File: src/rtl/irq_sequencer.sv
// Interrupt sequencer: latches rising edges on four request lines, arbitrates
// round-robin, and steers the CPU PC/zero flag into and out of handlers.
module irq_sequencer #(
  parameter int                  PC_WIDTH = 10,
  parameter logic [PC_WIDTH-1:0] VEC_BASE = 10'h3C0
) (
  input  logic                clk,
  input  logic                reset,
  input  logic [3:0]          irq,
  input  logic                mask_we,
  input  logic [3:0]          mask_in,
  input  logic [5:0]          opcode,
  input  logic [PC_WIDTH-1:0] pc_in,
  input  logic                zero_in,
  output logic                s_int,
  output logic [PC_WIDTH-1:0] vec_addr,
  output logic                s_ret,
  output logic [PC_WIDTH-1:0] ret_addr,
  output logic                z_saved,
  output logic [3:0]          ack,
  output logic                busy
);

  localparam logic [5:0] RETI = 6'b111111;

  typedef enum logic [1:0] {IDLE, DISPATCH, SERVICE} state_t;

  state_t              state;
  logic [3:0]          irq_q;
  logic [3:0]          pending;
  logic [3:0]          mask;
  logic [1:0]          rr_ptr;
  logic [1:0]          id;
  logic [PC_WIDTH-1:0] saved_pc;
  logic                z_q;

  logic [3:0] rise;
  logic [3:0] eligible;
  logic [3:0] grant_clr;
  logic [1:0] win_id;
  logic       win_valid;
  logic [1:0] idx;

  assign rise      = irq & ~irq_q;
  assign eligible  = pending & mask;
  assign grant_clr = (state == DISPATCH) ? (4'b0001 << id) : 4'b0000;

  // Walk from farthest to nearest so the source right after rr_ptr wins last.
  always_comb begin
    win_id    = rr_ptr;
    win_valid = 1'b0;
    idx       = 2'b00;
    for (int k = 4; k >= 1; k--) begin
      idx = rr_ptr + 2'(k);
      if (eligible[idx]) begin
        win_id    = idx;
        win_valid = 1'b1;
      end
    end
  end

  always_ff @(posedge clk or posedge reset) begin
    if (reset) begin
      state    <= IDLE;
      irq_q    <= 4'b0000;
      pending  <= 4'b0000;
      mask     <= 4'b0000;
      rr_ptr   <= 2'b00;
      id       <= 2'b00;
      saved_pc <= '0;
      z_q      <= 1'b0;
    end else begin
      irq_q <= irq;
      if (mask_we)
        mask <= mask_in;
      // A new edge on the line being granted keeps it pending.
      pending <= (pending & ~grant_clr) | rise;
      case (state)
        IDLE: begin
          if (win_valid) begin
            id     <= win_id;
            rr_ptr <= win_id;
            state  <= DISPATCH;
          end
        end
        DISPATCH: begin
          saved_pc <= pc_in;
          z_q      <= zero_in;
          state    <= SERVICE;
        end
        SERVICE: begin
          if (opcode == RETI)
            state <= IDLE;
        end
        default: state <= IDLE;
      endcase
    end
  end

  assign s_int    = (state == DISPATCH);
  assign vec_addr = s_int ? (VEC_BASE + PC_WIDTH'({id, 2'b00})) : '0;
  assign ack      = s_int ? (4'b0001 << id) : 4'b0000;
  assign busy     = (state == SERVICE);
  assign s_ret    = busy && (opcode == RETI);
  assign ret_addr = saved_pc;
  assign z_saved  = z_q;

endmodule

File: config.mk
export PLATFORM = sky130hd
export DESIGN_NAME = irq_sequencer
export DESIGN_NICKNAME = d
export VERILOG_FILES = /design/src/rtl/irq_sequencer.sv
export SDC_FILE = /design/constraint.sdc
export NUM_CORES = 1
export LEC_CHECK = 0
export BUFFER_PORTS_ARGS = -buffer_cell sky130_fd_sc_hd__buf_2
export CORE_AREA = 2 2 57 59
export DETAILED_ROUTE_END_ITERATION = 10
export DIE_AREA = 0 0 59 61
export PLACE_DENSITY = 0.8
export SLEW_MARGIN = 25
export SYNTH_ARGS = -nofsm -noshare
export SYNTH_HDL_FRONTEND = slang
export SYNTH_SLANG_ARGS = --single-unit
File: constraint.sdc
create_clock -name clk -period 2.8 [get_ports clk]
set_clock_uncertainty 0.1 [all_clocks]
set_input_delay 0.42 -clock clk [delete_from_list [all_inputs] [get_ports clk]]
set_output_delay 0.42 -clock clk [all_outputs]
set_load 0.005 [all_outputs]
==> out/qor.yml, run 1 <==
synth.top_cell.area_share_pct: 50.8
hpwl_um: 2000
clock_latency_ns: 0.31
io_buffers: 51
area_growth_pct: 20.3
start_util_pct: 45.1
finalCritPeriodShare_pct: 78.1
synth-async-reset-ratio_pct: 100
grtUsageTotal_pct: 15.0
netlist_instances: 119
first_global_vias: 995
cellPowerDensity_nw_per_um2: 955
n_antenna_cell: 0
wire_per_inst_um: 12.7
final-setup-viol-count: 0
p_leak_nw: 0.853
grt_max_degree: 28
ys_warn_count: 0
routabilityCongestion: 0.857
ctsResizeCount: 0
grt_pass1_wl_um: 4130
p_sw_share_pct: 36.3
finalHoldViolCount: 0
htreeDepth: 1
cts_tree: "yes"
ios: 56
post_route_cells_drive_above_1_share_pct: 44.9
ant_nets: 0
peakVddDrop_mv: 0.481
seq_area_frac_synth_pct: 50.8
netlist-cell-type-count: 33
startpoint_type: "register"
cp.required_ns: 2.92
status: "complete, no violations"
synth.area.top_cells: "dfrtp_1, mux2_2, buf_4, ha_1, inv_1"
path_max_fanout: 14
grt_overflow: 0
rows: 20
postCtsHoldBufs: 0
relSlewSlack_pct: 63.9
worst_slew_pin_slew_ns: 0.541
crit_arrival_ns: 2.31
ys_ff_latch: 27
switching_power_mw: 0.556
drt_iter0_drc: 16
fillCellCount: 253
nNetsFinal: 200
cts_inserted_buffers: 3
synth_area_per_cell_um2: 11.2
finalCriticalPeriod_ns: 2.19
firstDrtPassIters: 4
die_x_um: 59
viasPerCell: 5.20
hold_class: "input pin to asynchronous set/reset pin"
cp-end-kind: "register"
slew_viol_final: 0
cts_max_path_buffers: 2
fmax_ghz: 0.457
dieArea_um2: 3600
post_cts_buffers: 0
pwr-share-comb_pct: 46.8
rsz0062_at_grt: "false"
seq_power_share_pct: 42.9
vias: 1039
yosys.area.top_type: "dfrtp_1"
dp_slack_ns: 0.654
p_int_mw: 0.974
maxCapViolCount: 0
drc: 0
ys.flop_type: "dfrtp_1"
die_h_um: 61
root_buffer: "clkbuf_4"
antenna_found_initial: 0
setup_slack_ns: 0.612
cts.sink_count: 27
clk_transition_reported_paths_ns: 0.14
synth_edf_count: 0
setup_tns_ns: 0
fin_hold_ws_ns: 0.0243
core_area_um2: 2950
synth_area_um2: 1330
worst-setup-path-type: "register to register"
wirelength_um: 2550
power_frac_clock_pct: 10.4
## per-layer routing
metal	routed length, µm	global-route usage (%)
met1	1040	19.3
met2	1320	24.6
met3	155	2.13
met4	32	7.79
met5	0	0
## Yosys cell counts, types with 2 or more instances
master    number
clkbuf_1       2
a31oi_1        2
inv_1         13
ha_1           4
and2_1         7
a21oi_1        2
mux2_2        15
nand3b_1       2
nand2_1        7
nand2b_1       2
buf_4          8
o21ai_0        2
o22ai_1        4
dfrtp_1       27
nand3_1        4
## sequential cells by signal, indices dropped and copies added, names as in the netlist
register,cells
z_saved,1
ret_addr,10
mask,4
pending,4
state,2
id,2
irq_q,4
## worst max-delay path, cell delays in order, from the launching register on
cell and delay, ns:
dfrtp_1 0.55, inv_1 0.22, mux4_2 0.58, o311a_1 0.35, a211o_1 0.29
## through the flow
stage	area (µm²)	util (%)	cells	power, mW
after CTS	1600	54.2	200	1.54
after global routing	1600	54.2	200	1.66
after detailed placement	1570	53.3	196	1.38
after global placement	1570	53.3	196	1.34
after floorplan	1340	-	122	1.15
final	1600	54.2	200	1.53
## cell families after synthesis
logic type	Yosys count	synth area share, %
fa+ha+maj	4	3.76
compound gates	18	9.68
other cells	1	0.282
flops	27	50.8
buf+inv	24	9.12
mux	16	14.4
simple gates	29	12.0
## cell type report
class	instances	area, µm²	area share, %
clock buffer	3	22.5	1.41
multi-input combinational	71	546	34.1
tap	33	41.3	2.58
clock inverter	1	5.00	0.312
timing repair buffer	52	263	16.4
sequential	27	676	42.2
inverter	13	48.8	3.05
## cells in the final DEF, fill, tap and decap left out, drive strengths merged, types with 2 or more instances in the layout
master  netlist  routed
buf           9      52
dfrtp        27      27
mux2         15      15
inv          13      13
nand2         8       8
and2          7       7
nand3         4       4
o22ai         4       4
ha            4       4
conb          1       4
clkbuf        2       3
nand3b        2       2
a31oi         2       2
o21ai         2       2
a21oi         2       2
nand2b        2       2
## final timing paths
kind / startpoint / end / slack (ns) / cells past startpoint
worst min register to register: irq_q[1] / pending[1] / 0.34 / 1
worst max register to register: id[0] / id[0] / 0.61 / 4
worst max-delay path: id[0] / id[0] / 0.61 / 4
min in group clk: irq[1] / irq_q[1] / 0.12 / 1
worst min-delay path: reset / ret_addr[8] / 0.02 / 2
max in group asynchronous: reset / mask[1] / 2.21 / 2
## power groups by stage
| stage | registers, mW | logic, mW | clock network [mW] |
|---|---|---|---|
| 6_report | 0.656 | 0.715 | 0.159 |
| 5_1_grt | 0.676 | 0.805 | 0.181 |
| 4_1_cts | 0.653 | 0.720 | 0.168 |
| 3_5_place_dp | 0.661 | 0.715 | 0 |
| 3_3_place_gp | 0.650 | 0.694 | 0 |
| 2_1_floorplan | 0.636 | 0.518 | 0 |
(Power assumes the default switching activity.)
==> run 2, diff against run 1 <==
clock period = 2.27 ns   (was 2.8 ns; I/O delays follow)
==> run 2 against run 1 <==
Global-route usage is 0.47 points higher. Worst setup slack worse by 0.31 ns. Critical path depth is the same. First-iteration DRC count shrank 19%.
==> out/qor.yml, run 2 (synthesis results as in run 1) <==
p_leak_nw: 0.871
status: "complete, no violations"
rows: 20
cts_max_path_buffers: 2
grtUsageTotal_pct: 15.4
maxCapViolCount: 0
fmax_ghz: 0.508
grt_overflow: 0
peakVddDrop_mv: 0.569
p_int_mw: 1.23
start_util_pct: 45.1
n_antenna_cell: 0
worst-setup-path-type: "register to register"
startpoint_type: "register"
final_common_cell: "buf_2"
r2r_cells: 4
busiest_layer: "met2"
ant_nets: 0
hpwl_um: 2190
io_buffers: 51
first_global_vias: 1063
hold_class: "input pin to register"
cp-end-kind: "register"
placed_cell_area_um2: 1600
cts_inserted_buffers: 3
antenna_found_initial: 0
fillCellCount: 258
cellPowerDensity_nw_per_um2: 1170
pwr-share-comb_pct: 49.1
grt_pass1_wl_um: 4240
hold_depth: 1
grtUsageMet1_pct: 17.6
htreeDepth: 1
path_max_fanout: 5
finalInstanceArea_um2: 1630
wirelength_um: 2700
setup_tns_ns: 0
finalCritPeriodShare_pct: 86.7
root_buffer: "clkbuf_4"
cts_tree: "yes"
largest_reg_flops: 10
vias: 1033
routabilityCongestion: 0.987
ios: 56
power_mw: 1.92
slew_viol_final: 0
area_growth_pct: 22.7
grtUsageMet2_pct: 28.6
final-setup-viol-count: 0
viasPerCell: 5.06
cp.required_ns: 2.38
grt_use_met3_pct: 2.13
seq_power_share_pct: 40.9
rsz0062_at_grt: "false"
switching_power_mw: 0.690
nNetsFinal: 204
cts.sink_count: 27
power_frac_clock_pct: 10.1
core_area_um2: 2950
die_x_um: 59
fin_hold_ws_ns: 0.0438
clock_latency_ns: 0.30
p_sw_share_pct: 36.0
drc: 0
finalCriticalPeriod_ns: 1.97
post_route_cells_drive_above_1_share_pct: 44.4
crit_arrival_ns: 2.08
layout_common_cells: "buf_2, dfrtp_1, mux2_2"
finalHoldViolCount: 0
dieArea_um2: 3600
drt_iter0_drc: 13
die_h_um: 61
clk_transition_reported_paths_ns: 0.13
wire_per_inst_um: 13.2
firstDrtPassIters: 4
utilization_pct: 55.3
grt_max_degree: 28
run 2: changes by cell type in the layout (fill, tap and decap cells not counted), sizes merged:
cell         delta
buf             +3
clkbuf          +1
clkinv          -1
dlygate4sd3     +1
run 2: cell type report:
cell class	instances	area (µm²)	share of cell area, %
Sequential cell	27	676	41.4
Inverter	13	48.8	2.99
Timing Repair Buffer	56	295	18.1
Tap cell	33	41.3	2.53
Multi-Input combinational cell	71	546	33.4
Clock buffer	4	26.3	1.61
run 2: worst paths after layout:
| kind | from | to | slack (ns) |
|---|---|---|---|
| worst max-delay path | id[0] | id[0] | 0.30 |
| worst min-delay path | irq[2] | irq_q[2] | 0.04 |
| worst max register to register | id[0] | id[0] | 0.30 |
| worst min register to register | irq_q[2] | pending[2] | 0.34 |
| max in group asynchronous | reset | mask[1] | 1.31 |
| min in group asynchronous | reset | ret_addr[5] | 0.51 |
run 2: critical path: stages (launching register included):
cell     delay (ns)
dfrtp_1        0.40
inv_1          0.15
mux4_2         0.57
o311a_1        0.36
a211o_1        0.29
run 2: power by group through the flow:
stage	logic (mW)	registers (mW)	clock network (mW)
after floorplan	0.639	0.785	0
after global placement	0.911	0.781	0
after detailed placement	0.943	0.795	0
after CTS	0.952	0.784	0.207
after global routing	1.05	0.807	0.222
final	0.941	0.784	0.193
run 2: through the flow:
step | std cells | setup WS [ns]
after floorplan | 122 | 0.365
after detailed placement | 199 | 0.301
after global routing | 204 | 0.208
after CTS | 204 | 0.294
after global placement | 199 | 0.392
final | 204 | 0.301
run 2: per-layer routing:
| layer | up-vias | wire length [µm] |
|---|---|---|
| li1 | 502 | - |
| met1 | 490 | 1070 |
| met2 | 37 | 1470 |
| met3 | 4 | 131 |
| met4 | 0 | 27 |
| met5 | - | 0 |
run 2: timing repair:
| action | in CTS | in global routing |
|---|---|---|
| hold endpoints to repair | 27 | 0 |
| resized for setup | 0 | 0 |
| endpoints found under the setup margin | 0 | 0 |
| setup buffers | 0 | 0 |
| hold buffers | 1 | 0 |
==> run 3, diff against run 2 <==
ABC_AREA = 1   (was unset)
CORE_AREA = 2 2 56 58   (was 2 2 57 59)
DIE_AREA = 0 0 58 60   (was 0 0 59 61)
PLACE_DENSITY = 0.81   (was 0.8)
==> run 3 against run 2 <==
Cell area fell by 1.7%. Synthesized cell count rose by 32%. Sequential share of layout area rose by 0.71 points. Utilization barely moved. Critical path depth did not move. Via count rose by 5.9%. Area after synthesis fell by 1.1%. First-iteration DRC count rose by 7.7%.
==> out/qor.yml, run 3 <==
status: "complete, no violations"
ant_nets: 0
cts_inserted_buffers: 3
worst-setup-path-type: "register to output pin"
hold_depth: 1
die_h_um: 60
seq_area_um2: 676
wire_per_inst_um: 10.3
final-setup-viol-count: 0
routabilityCongestion: 0.824
hpwl_um: 1950
firstDrtPassIters: 4
dp_slack_ns: 0.610
synth_xor_area_share_pct: 0
grt_pass1_wl_um: 4330
yosys.area.top_type: "dfrtp_1"
ys_warn_count: 0
setup_slack_ns: 0.253
cellPowerDensity_nw_per_um2: 1200
htreeDepth: 1
grtUsageTotal_pct: 16.5
synth_edf_count: 0
r2r_cells: 10
synth_commonest_cells: "nand2_1, dfrtp_1, inv_1"
peakVddDrop_mv: 0.750
nNetsFinal: 240
post_cts_buffers: 0
synth-async-reset-ratio_pct: 100
finalInstanceArea_um2: 1610
fillCellCount: 272
largest_reg_flops: 10
area_growth_pct: 22.0
path_max_fanout: 16
worstHoldStart: "irq[0]"
utilization_pct: 55.3
cts_max_path_buffers: 2
seq_area_frac_synth_pct: 51.3
fin_hold_ws_ns: 0.0242
n_antenna_cell: 0
placed_cell_area_um2: 1570
rsz0062_at_grt: "false"
multiInputGateArea_um2: 514
hold_class: "input pin to register"
drc: 0
netlist_instances: 157
vias: 1094
timing.rr.start: "id[0]"
dieArea_um2: 3480
ios: 56
cp.required_ns: 1.83
clock_latency_ns: 0.32
synth_compound_area_share_pct: 4.37
hold_end: "irq_q[0]"
layout_common_cells: "nand2_1, buf_2, dfrtp_1"
finalHoldViolCount: 0
netlist-cell-type-count: 22
grt_max_degree: 28
maxCapViolCount: 0
fmax_ghz: 0.496
synthAdderAreaFrac_pct: 3.80
rows: 20
first_global_vias: 1056
synth-simple-area-share_pct: 26.3
slew_viol_final: 0
io_buffers: 51
synth_top_family_by_area: "simple AND/OR/NAND/NOR gates"
p_leak_nw: 0.940
core_area_um2: 2900
synth.top_cell.area_share_pct: 51.3
finalCriticalPeriod_ns: 2.02
synth.area.top_cells: "dfrtp_1, nand2_1, buf_4, inv_1, ha_1"
clk_transition_reported_paths_ns: 0.15
root_buffer: "clkbuf_4"
startpoint_type: "register"
post_route_cells_drive_above_1_share_pct: 33.3
r2r_slack_ns: 0.64
worstReg2RegEnd: "id[0]"
antenna_found_initial: 0
drt_iter0_drc: 14
cts.sink_count: 27
viasPerCell: 4.56
ys_ff_latch: 27
grt_overflow: 0
cts_tree: "yes"
synth_mux_area_share_pct: 3.42
wirelength_um: 2480
yosysMostFrequentCell: "nand2_1"
setup_tns_ns: 0
crit_arrival_ns: 1.58
die_x_um: 58
finalCritPeriodShare_pct: 88.9
synth_area_um2: 1320
synth_area_per_cell_um2: 8.38
final_common_cell: "nand2_1"
cp-end-kind: "output pin"
start_util_pct: 45.3
ys.flop_type: "dfrtp_1"
ctsResizeCount: 0
-- run 3: critical path, stage by stage, from the launching register on --
cell	delay, ns
dfrtp_1	0.41
inv_1	0.09
nand2_1	0.18
inv_1	0.38
buf_2	0.19
-- run 3: worst max-delay path by stage --
stage | from | to | slack [ns]
after global routing | state[1] | vec_addr[7] | 0.05
after global placement | state[1] | vec_addr[7] | 0.62
after CTS | state[1] | vec_addr[7] | 0.20
after floorplan | id[0] | id[0] | 0.79
after detailed placement | state[1] | vec_addr[7] | 0.61
final | state[1] | vec_addr[7] | 0.25
-- run 3: cell families (layout without fill, tap and decap cells) --
kind of cell               count (synthesis)  after routing
AOI/OAI and AO/OA                         11             11
adders and majority gates                  4              4
buffers and inverters                     28             75
DFF                                       27             27
muxes                                      4              4
other                                      1              4
and+or+nand+nor                           82             82
-- run 3: layout make-up --
type / instances / share of cell area [%]
inverter: 17 / 3.98
multi-input combinational: 105 / 32.0
sequential: 27 / 42.1
tap: 33 / 2.57
clock inverter: 1 / 0.468
clock buffer: 3 / 1.40
timing repair buffer: 54 / 17.5
-- run 3: metal layers --
metal / wire, µm / share of wire [%] / track usage (%) / vias up
met1: 1100 / 44 / 19.8 / 480
met5: 0 / 0 / 0 / -
met2: 1180 / 48 / 29.5 / 40
met4: 40 / 1.6 / 7.97 / 0
met3: 153 / 6.2 / 1.95 / 4
li1: - / - / - / 570
-- run 3: timing repair --
item	4_1_cts	5_1_grt
setup endpoints to repair	0	0
hold buffers	1	0
endpoints found under the hold margin	27	0
-- run 3: metrics by stage --
step                      std cells  total power [mW]
after global routing            240              2.15
after floorplan                 160              1.46
final                           240              1.93
after CTS                       240              1.95
after global placement          235              1.71
after detailed placement        235              1.74
-- run 3: power breakdown --
| group | internal, mW | switching (mW) | total, mW | leakage (nW) |
|---|---|---|---|---|
| registers | 0.655 | 0.115 | 0.770 | 0.316 |
| clock network | 0.0674 | 0.139 | 0.207 | 0.0139 |
| logic | 0.385 | 0.565 | 0.949 | 0.611 |
| total | 1.11 | 0.819 | 1.93 | 0.940 |
